## src/rtl/distributor_fixed_shiftable_if.sv

```systemverilog
// Stream bundle between one producer and N lane consumers of the distributor.
// The distributor itself takes the slave view; the driving side takes master.
interface distributor_fixed_shiftable_if #(
    parameter int DWIDTH = 20,
    parameter int N      = 2
);
    logic              in_valid;
    logic [DWIDTH-1:0] in_data;
    logic              in_ready;
    logic              shift;
    logic              out_valid [N-1:0];
    logic [DWIDTH-1:0] out_data  [N-1:0];
    logic              out_ready [N-1:0];

    modport master (
        output in_valid, in_data, shift, out_ready,
        input  in_ready, out_valid, out_data
    );
    modport slave (
        input  in_valid, in_data, shift, out_ready,
        output in_ready, out_valid, out_data
    );
endinterface

```

## src/rtl/distributor_fixed_shiftable.sv

```systemverilog
// 1-to-N stream distributor with rotating fixed priority and one-entry lane buffers.
// Define DISTRIBUTOR_STATS_EN to add per-lane saturating load counters (lane_count).
module distributor_fixed_shiftable_lane #(
    parameter int DWIDTH = 20
) (
    input  logic              clk,
    input  logic              rst,
    input  logic              load,
    input  logic              drain,
    input  logic [DWIDTH-1:0] in_data,
    output logic              vld,
    output logic [DWIDTH-1:0] dat
);
    logic              vld_q, vld_d;
    logic [DWIDTH-1:0] dat_q, dat_d;

    // A load wins over a drain, so a lane emptied this cycle refills without a bubble.
    always_comb begin
        vld_d = load | (vld_q & ~drain);
        dat_d = load ? in_data : dat_q;
    end

    always_ff @(posedge clk) begin
        if (rst) begin
            vld_q <= 1'b0;
            dat_q <= '0;
        end else begin
            vld_q <= vld_d;
            dat_q <= dat_d;
        end
    end

    assign vld = vld_q;
    assign dat = dat_q;
endmodule

module distributor_fixed_shiftable #(
    parameter int DWIDTH           = 20,
    parameter int N                = 2,
    parameter int INIT_LOWEST_PRIO = N - 1
) (
    input  logic clk,
    input  logic rst,
    distributor_fixed_shiftable_if.slave bus
`ifdef DISTRIBUTOR_STATS_EN
    ,
    output logic [15:0] lane_count [N-1:0]
`endif
);
    localparam int LPW = $clog2(N);

    logic [LPW-1:0] lp_q, lp_d;
    logic [LPW-1:0] sel;
    logic [LPW-1:0] cand;
    logic           found;
    logic           accept;
    logic [N-1:0]   avail, load, vld;
    logic [N-1:0][DWIDTH-1:0] dat;

    // Scan from lp+1 around to lp; the first available lane takes the beat.
    always_comb begin
        sel   = '0;
        cand  = '0;
        found = 1'b0;
        for (int k = 1; k <= N; k++) begin
            cand = LPW'((int'(lp_q) + k) % N);
            if (!found && avail[cand]) begin
                found = 1'b1;
                sel   = cand;
            end
        end
    end

    assign bus.in_ready = ~rst & (|avail);
    assign accept       = bus.in_valid & bus.in_ready;

    always_comb begin
        lp_d = lp_q;
        if (bus.shift)
            lp_d = (lp_q == LPW'(N - 1)) ? '0 : lp_q + LPW'(1);
    end

    always_ff @(posedge clk) begin
        if (rst) lp_q <= LPW'(INIT_LOWEST_PRIO);
        else     lp_q <= lp_d;
    end

    for (genvar i = 0; i < N; i++) begin : g_lane
        assign avail[i] = ~vld[i] | bus.out_ready[i];
        assign load[i]  = accept & (sel == LPW'(i));

        distributor_fixed_shiftable_lane #(.DWIDTH(DWIDTH)) u_lane (
            .clk     (clk),
            .rst     (rst),
            .load    (load[i]),
            .drain   (bus.out_ready[i]),
            .in_data (bus.in_data),
            .vld     (vld[i]),
            .dat     (dat[i])
        );

        assign bus.out_valid[i] = vld[i];
        assign bus.out_data[i]  = dat[i];
    end

`ifdef DISTRIBUTOR_STATS_EN
    logic [15:0] cnt_q [N-1:0];
    logic [15:0] cnt_d [N-1:0];

    always_comb begin
        for (int i = 0; i < N; i++) begin
            cnt_d[i] = cnt_q[i];
            if (load[i] && cnt_q[i] != 16'hFFFF) cnt_d[i] = cnt_q[i] + 16'd1;
        end
    end

    always_ff @(posedge clk) begin
        for (int i = 0; i < N; i++) begin
            if (rst) cnt_q[i] <= '0;
            else     cnt_q[i] <= cnt_d[i];
        end
    end

    for (genvar i = 0; i < N; i++) begin : g_cnt
        assign lane_count[i] = cnt_q[i];
    end
`endif
endmodule

```

## src/flat_wrapper.sv

```systemverilog
// flat-port wrapper written by rule: the top's interface ports become plain ports
module distributor_fixed_shiftable_flat 
#(
    parameter int DWIDTH           = 20,
    parameter int N                = 2,
    parameter int INIT_LOWEST_PRIO = N - 1
)
  (clk, rst, bus_in_valid, bus_in_data, bus_shift, bus_out_ready, bus_in_ready, bus_out_valid, bus_out_data);
  distributor_fixed_shiftable_if #(.DWIDTH(DWIDTH), .N(N)) bus_i ();
  input  logic clk;
  input  logic rst;
  input wire logic [$bits(bus_i.in_valid)-1:0] bus_in_valid;
  input wire logic [$bits(bus_i.in_data)-1:0] bus_in_data;
  input wire logic [$bits(bus_i.shift)-1:0] bus_shift;
  input wire logic [$bits(bus_i.out_ready)-1:0] bus_out_ready;
  output wire logic [$bits(bus_i.in_ready)-1:0] bus_in_ready;
  output wire logic [$bits(bus_i.out_valid)-1:0] bus_out_valid;
  output wire logic [$bits(bus_i.out_data)-1:0] bus_out_data;
  assign bus_i.in_valid = bus_in_valid;
  assign bus_i.in_data = bus_in_data;
  assign bus_i.shift = bus_shift;
  assign bus_i.out_ready = {>>{bus_out_ready}};
  assign bus_in_ready = bus_i.in_ready;
  assign bus_out_valid = {>>{bus_i.out_valid}};
  assign bus_out_data = {>>{bus_i.out_data}};
  distributor_fixed_shiftable #(.DWIDTH(DWIDTH), .N(N), .INIT_LOWEST_PRIO(INIT_LOWEST_PRIO)) u_core (.clk(clk), .rst(rst), .bus(bus_i));
endmodule
```

## config.mk

```make
export PLATFORM = sky130hd
export DESIGN_NAME = distributor_fixed_shiftable_flat
export DESIGN_NICKNAME = d
export VERILOG_FILES = /design/src/rtl/distributor_fixed_shiftable_if.sv /design/src/rtl/distributor_fixed_shiftable.sv /design/src/flat_wrapper.sv
export SDC_FILE = /design/constraint.sdc
export NUM_CORES = 1
export LEC_CHECK = 0
export CAP_MARGIN = 0
export CORE_MARGIN = 2
export CORE_UTILIZATION = 41
export CTS_CLUSTER_SIZE = 24
export DETAILED_ROUTE_END_ITERATION = 8
export HOLD_SLACK_MARGIN = 0.08
export PLACE_DENSITY = 0.78
export SETUP_SLACK_MARGIN = 0.3
export SYNTH_ARGS = -nofsm -noshare
export SYNTH_HDL_FRONTEND = slang
export SYNTH_SLANG_ARGS = --single-unit
```

## constraint.sdc

```tcl
create_clock -name clk -period 1.6 [get_ports clk]
set_input_delay 0.32 -clock clk [delete_from_list [all_inputs] [get_ports clk]]
set_output_delay 0.32 -clock clk [all_outputs]
set_load 0.01 [all_outputs]
```

# Word-level counts from Yosys, hierarchy flattened
# Cells that the tools add are included.
# W data, S select, Z words.
# totals
register_bits,43
input_bits,26
out_inout_bits,43
# op_classes
n_addsub,3
magnitude_cmp,2
muxes,8
n_bitwise,16
n_reduce_logical,3
# op_table
operator,n
$mux W1,8
$and A1 B1 Y1,6
$not A1 Y1,6
$lt A1 B2 Y1 const B,2
$or A1 B1 Y1,4
$add A1 B1 Y1 const B,3
$reduce_or A2 Y1,1
$logic_and A1 B1 Y1,1
$logic_not A1 Y1,1

# Longest topological paths before layout
# logic_depth
word_depth,11
ltp_mapped,4

# By module
# Synthesis repeated with hierarchy kept, for this count alone.
# unflattened
cells_unflattened,149
area_unflattened_um2,1641.6
# modules_own_cells
mod,n_inst,cells_each,area_each_um2,seq_area_each_um2
distributor_fixed_shiftable_lane,2,69,769.5,420.4
distributor_fixed_shiftable,1,11,102.6,20.0

# Least setup slack after synthesis
# OpenSTA, ideal clock, no wires.
# synth_path
path_kind,in2reg
start,input bus_out_ready[0]
end,register u_core.g_lane[1].u_lane.dat_q[0]
arrival_ns,1.228
t_required_ns,1.474
slack_ns,0.245
stages,4
path_buffers,1
path_cell_list,nand2b_4 a2111o_1 buf_2 mux2i_1
# synth_via
elab_chain_cells,8
word_cells_on_any_way,14
classes_between,7 x mux; 4 x bitwise; 3 x reduce/logical
# synth_rtl
item,line_no,rtl
from (decl),flat_wrapper.sv:15,input wire logic [$bits(bus_i.out_ready)-1:0] bus_out_ready;
$or A1 B1 Y1 (*),distributor_fixed_shiftable.sv:89,assign avail[i] = ~vld[i] | bus.out_ready[i];
$mux W1 (implied by the code) (2 in a row),distributor_fixed_shiftable.sv:67,if (!found && avail[cand]) begin
$mux W1,distributor_fixed_shiftable.sv:67,
$logic_not A1 Y1,distributor_fixed_shiftable.sv:67,
$logic_and A1 B1 Y1,distributor_fixed_shiftable.sv:67,
$mux W1,distributor_fixed_shiftable.sv:67,
$and A1 B1 Y1 (*),distributor_fixed_shiftable.sv:90,assign load[i] = accept & (sel == LPW'(i));
to (signal assigned),distributor_fixed_shiftable.sv:29,dat_q <= dat_d;
to (decl),distributor_fixed_shiftable.sv:15,"logic [DWIDTH-1:0] dat_q, dat_d;"
# Every way passes the cells marked *; elsewhere a longest branch is shown, timed or not. The select of a mux whose other input is x is not followed.
# A chain may end at the register's enable or synchronous reset.

# Worst setup path after layout
# layout_path
start,register u_core.g_lane[1].u_lane.vld_q
end,output bus_in_ready
# layout_via
elab_chain_cells,4
# layout_rtl
item,line_no,rtl
from (decl),distributor_fixed_shiftable.sv:14,"logic vld_q, vld_d;"
from (signal assigned),distributor_fixed_shiftable.sv:28,vld_q <= vld_d;
$not A1 Y1,distributor_fixed_shiftable.sv:89,
$or A1 B1 Y1,distributor_fixed_shiftable.sv:89,
$reduce_or A2 Y1,distributor_fixed_shiftable.sv:74,assign bus.in_ready = ~rst & (|avail);
$and A1 B1 Y1,distributor_fixed_shiftable.sv:74,
to (decl),flat_wrapper.sv:16,output wire logic [$bits(bus_i.in_ready)-1:0] bus_in_ready;
# No other way between the ends.

==> impl_metrics.toml <==
[global_route]
grt_pass1_vias = 1336
met3_usage_pct = 5.07
grt.met2_usage_pct = 32.1
grt_pass1_wl_um = 5980
grt_usage_pct = 18.2
grt_overflow = 0
grt_max_degree = 23
antenna_found_initial = 0
gr-max-usage-layer = "met2"
grt_use_met1_pct = 21.1

[logic_synthesis]
synth-seq-cells = 43
synth_top_area_share_pct = 53.2
seq_area_frac_synth_pct = 53.2
ys_types = 15
ys_warn_count = 0
synth_top_cell_by_area = "dfxtp_1"
synth_nets = 191
post_synth.cell_area_avg_um2 = 9.80
syn_inst = 165
netlist_area_um2 = 1620
synth_area_leaders = "dfxtp_1, mux2i_1, nand2_1"

[sta]
final-hold-violation-count = 0
period_needed_ns = 1.46
worstMarginPinSlew_ns = 0.277
hold_slack_ns = 0.457
relSlewSlack_pct = 81.5
tns_ns = 0
worst_slack_ns = 0.142
final-setup-viol-count = 0
min_period_over_period_pct = 91.1
fin_worst_skew_ns = 0.00136
max_freq_mhz = 686
rsz0062_at_grt = "yes"
maxSlewViolCount = 0

[cells_and_area]
syn_to_final_growth_pct = 60.7
antenna_cells = 0
final_area_um2 = 2600
drive_above_1_share_pct = 14.0
num-nets-final = 276

[setup_path]
worstSetupPathType = "reg2out"
crit_path_end_kind = "primary output"
worstPathMaxFanout = 2
rrSetupSlack_ns = 0.17
required_ns = 1.28
start_kind = "flip-flop"
critPathArrivalTime_ns = 1.14

[detailed_routing]
drtIter0Drc = 31
vias_per_cell = 4.53
routedWlPerCell_um = 12.9
vias = 1349
drc = 0
ant_nets = 0
wl_um = 3850
firstDrtPassIters = 4

[power_and_ir_drop]
power_mw = 2.27
p_leak_nw = 1.50
vdd_drop_max_mv = 0.599
p_per_area_nw_per_um2 = 873

[floorplan]
initial_core_util_pct = 43.5
dieArea_um2 = 4460
num_rows = 22
die-height_um = 66.8
io_pins = 69
core_um2 = 3720
die_x_um = 66.8

[clock_network]
insertion_delay_ns = 0.29
cts_hold_buf = 0
numCtsBuffers = 5
cts_buffer_depth = 2
htreeDepth = 2
clockRootBuffer = "clkbuf_8"
clkSinkCount = 43
clkTransAtPathRegs_ns = 0.07
cts_tree = "built"

[place]
placed_area_um2 = 2400
gp_congestion = 0.743
dpl.hpwl_um = 2600
portBuffers = 68
dp_slack_ns = -0.295

[run_status]
status = "finished clean"

[hold_path]
hold_class = "reg2reg"

[job]
drv_cap = 0
[cells by family after synthesis]
family / count (synthesis) / share of synthesized area (%)
flops: 43 / 53.2
simple gates: 43 / 10.8
compound gates: 5 / 2.32
buf+inv: 33 / 8.43
mux: 40 / 24.7
xor+xnor: 1 / 0.541
[layout by cell type (no fill, tap or decap), types with 2 or more instances in the layout]
cell type        count
clkbuf_8             6
nand2_1             41
inv_1               21
mux2i_1             40
inv_2                2
clkdlybuf4s50_1     21
buf_6               11
buf_4                6
dlygate4sd2_1       44
dfxtp_1             42
[registers in the layout, indices dropped and copies added (netlist names)]
| signal | cells |
|---|---|
| u_core.g_lane.u_lane.dat | 40 |
| u_core.g_lane.u_lane.vld | 2 |
| u_core.lp_q | 1 |
[layout make-up]
class	instances	area (µm²)
multi-input cells	89	649
inverters	23	86.3
well taps	48	60.1
fillers	320	1120
flip-flops and latches	43	862
repair buffers	88	855
clock buffers	6	82.6
clock inverters	1	5.00
[routing by layer]
metal / wire, µm / share of wire, %
met1: 1620 / 42
met3: 160 / 4.2
met2: 2020 / 53
met5: 0 / 0
met4: 48 / 1.2
[critical path: stages (launching register included)]
cell,delay (ns)
dfxtp_2,0.33
nor2b_4,0.16
inv_2,0.05
o21a_1,0.17
buf_2,0.14
[cells in the mapped netlist]
master / n
a2111o_1: 1
nand2b_4: 1
a21oi_1: 2
dfxtp_1: 43
nand2_1: 41
o2111ai_1: 1
xnor2_1: 1
o21a_1: 1
inv_1: 22
clkbuf_1: 4
nor2b_1: 1
buf_4: 2
buf_2: 4
inv_2: 1
mux2i_1: 40
[final timing paths]
path                                                startpoint                                      endpoint  depth (start not counted)
setup / recovery        u_core.g_lane[1].u_lane.vld$_SDFF_PP0_                                  bus_in_ready                          4
hold / removal    u_core.g_lane[1].u_lane.dat[11]$_SDFFE_PP0P_  u_core.g_lane[1].u_lane.dat[11]$_SDFFE_PP0P_                          2
setup reg to reg        u_core.g_lane[1].u_lane.vld$_SDFF_PP0_        u_core.g_lane[1].u_lane.vld$_SDFF_PP0_                         10
hold reg to reg   u_core.g_lane[1].u_lane.dat[11]$_SDFFE_PP0P_  u_core.g_lane[1].u_lane.dat[11]$_SDFFE_PP0P_                          2
[through the flow]
step	instances	utilization [%]
floorplan	165	-
detailed placement	282	64.5
finish	298	70.0
global route	298	70.0
global placement	282	64.5
CTS	297	68.9
[repair_timing]
item / CTS / global route
setup buffers: 7 / 0
setup endpoints to repair: 85 / 43
cloned: 1 / 1
pin swaps: 2 / 3
gates resized for setup: 66 / 10
[power by group]
part           switching (mW)  internal [mW]  total (mW)
clock                   0.340          0.338       0.678
combinational           0.181          0.226       0.406
sequential             0.0375           1.15        1.18
total                   0.558           1.71        2.27
(Power assumes the default switching activity.)
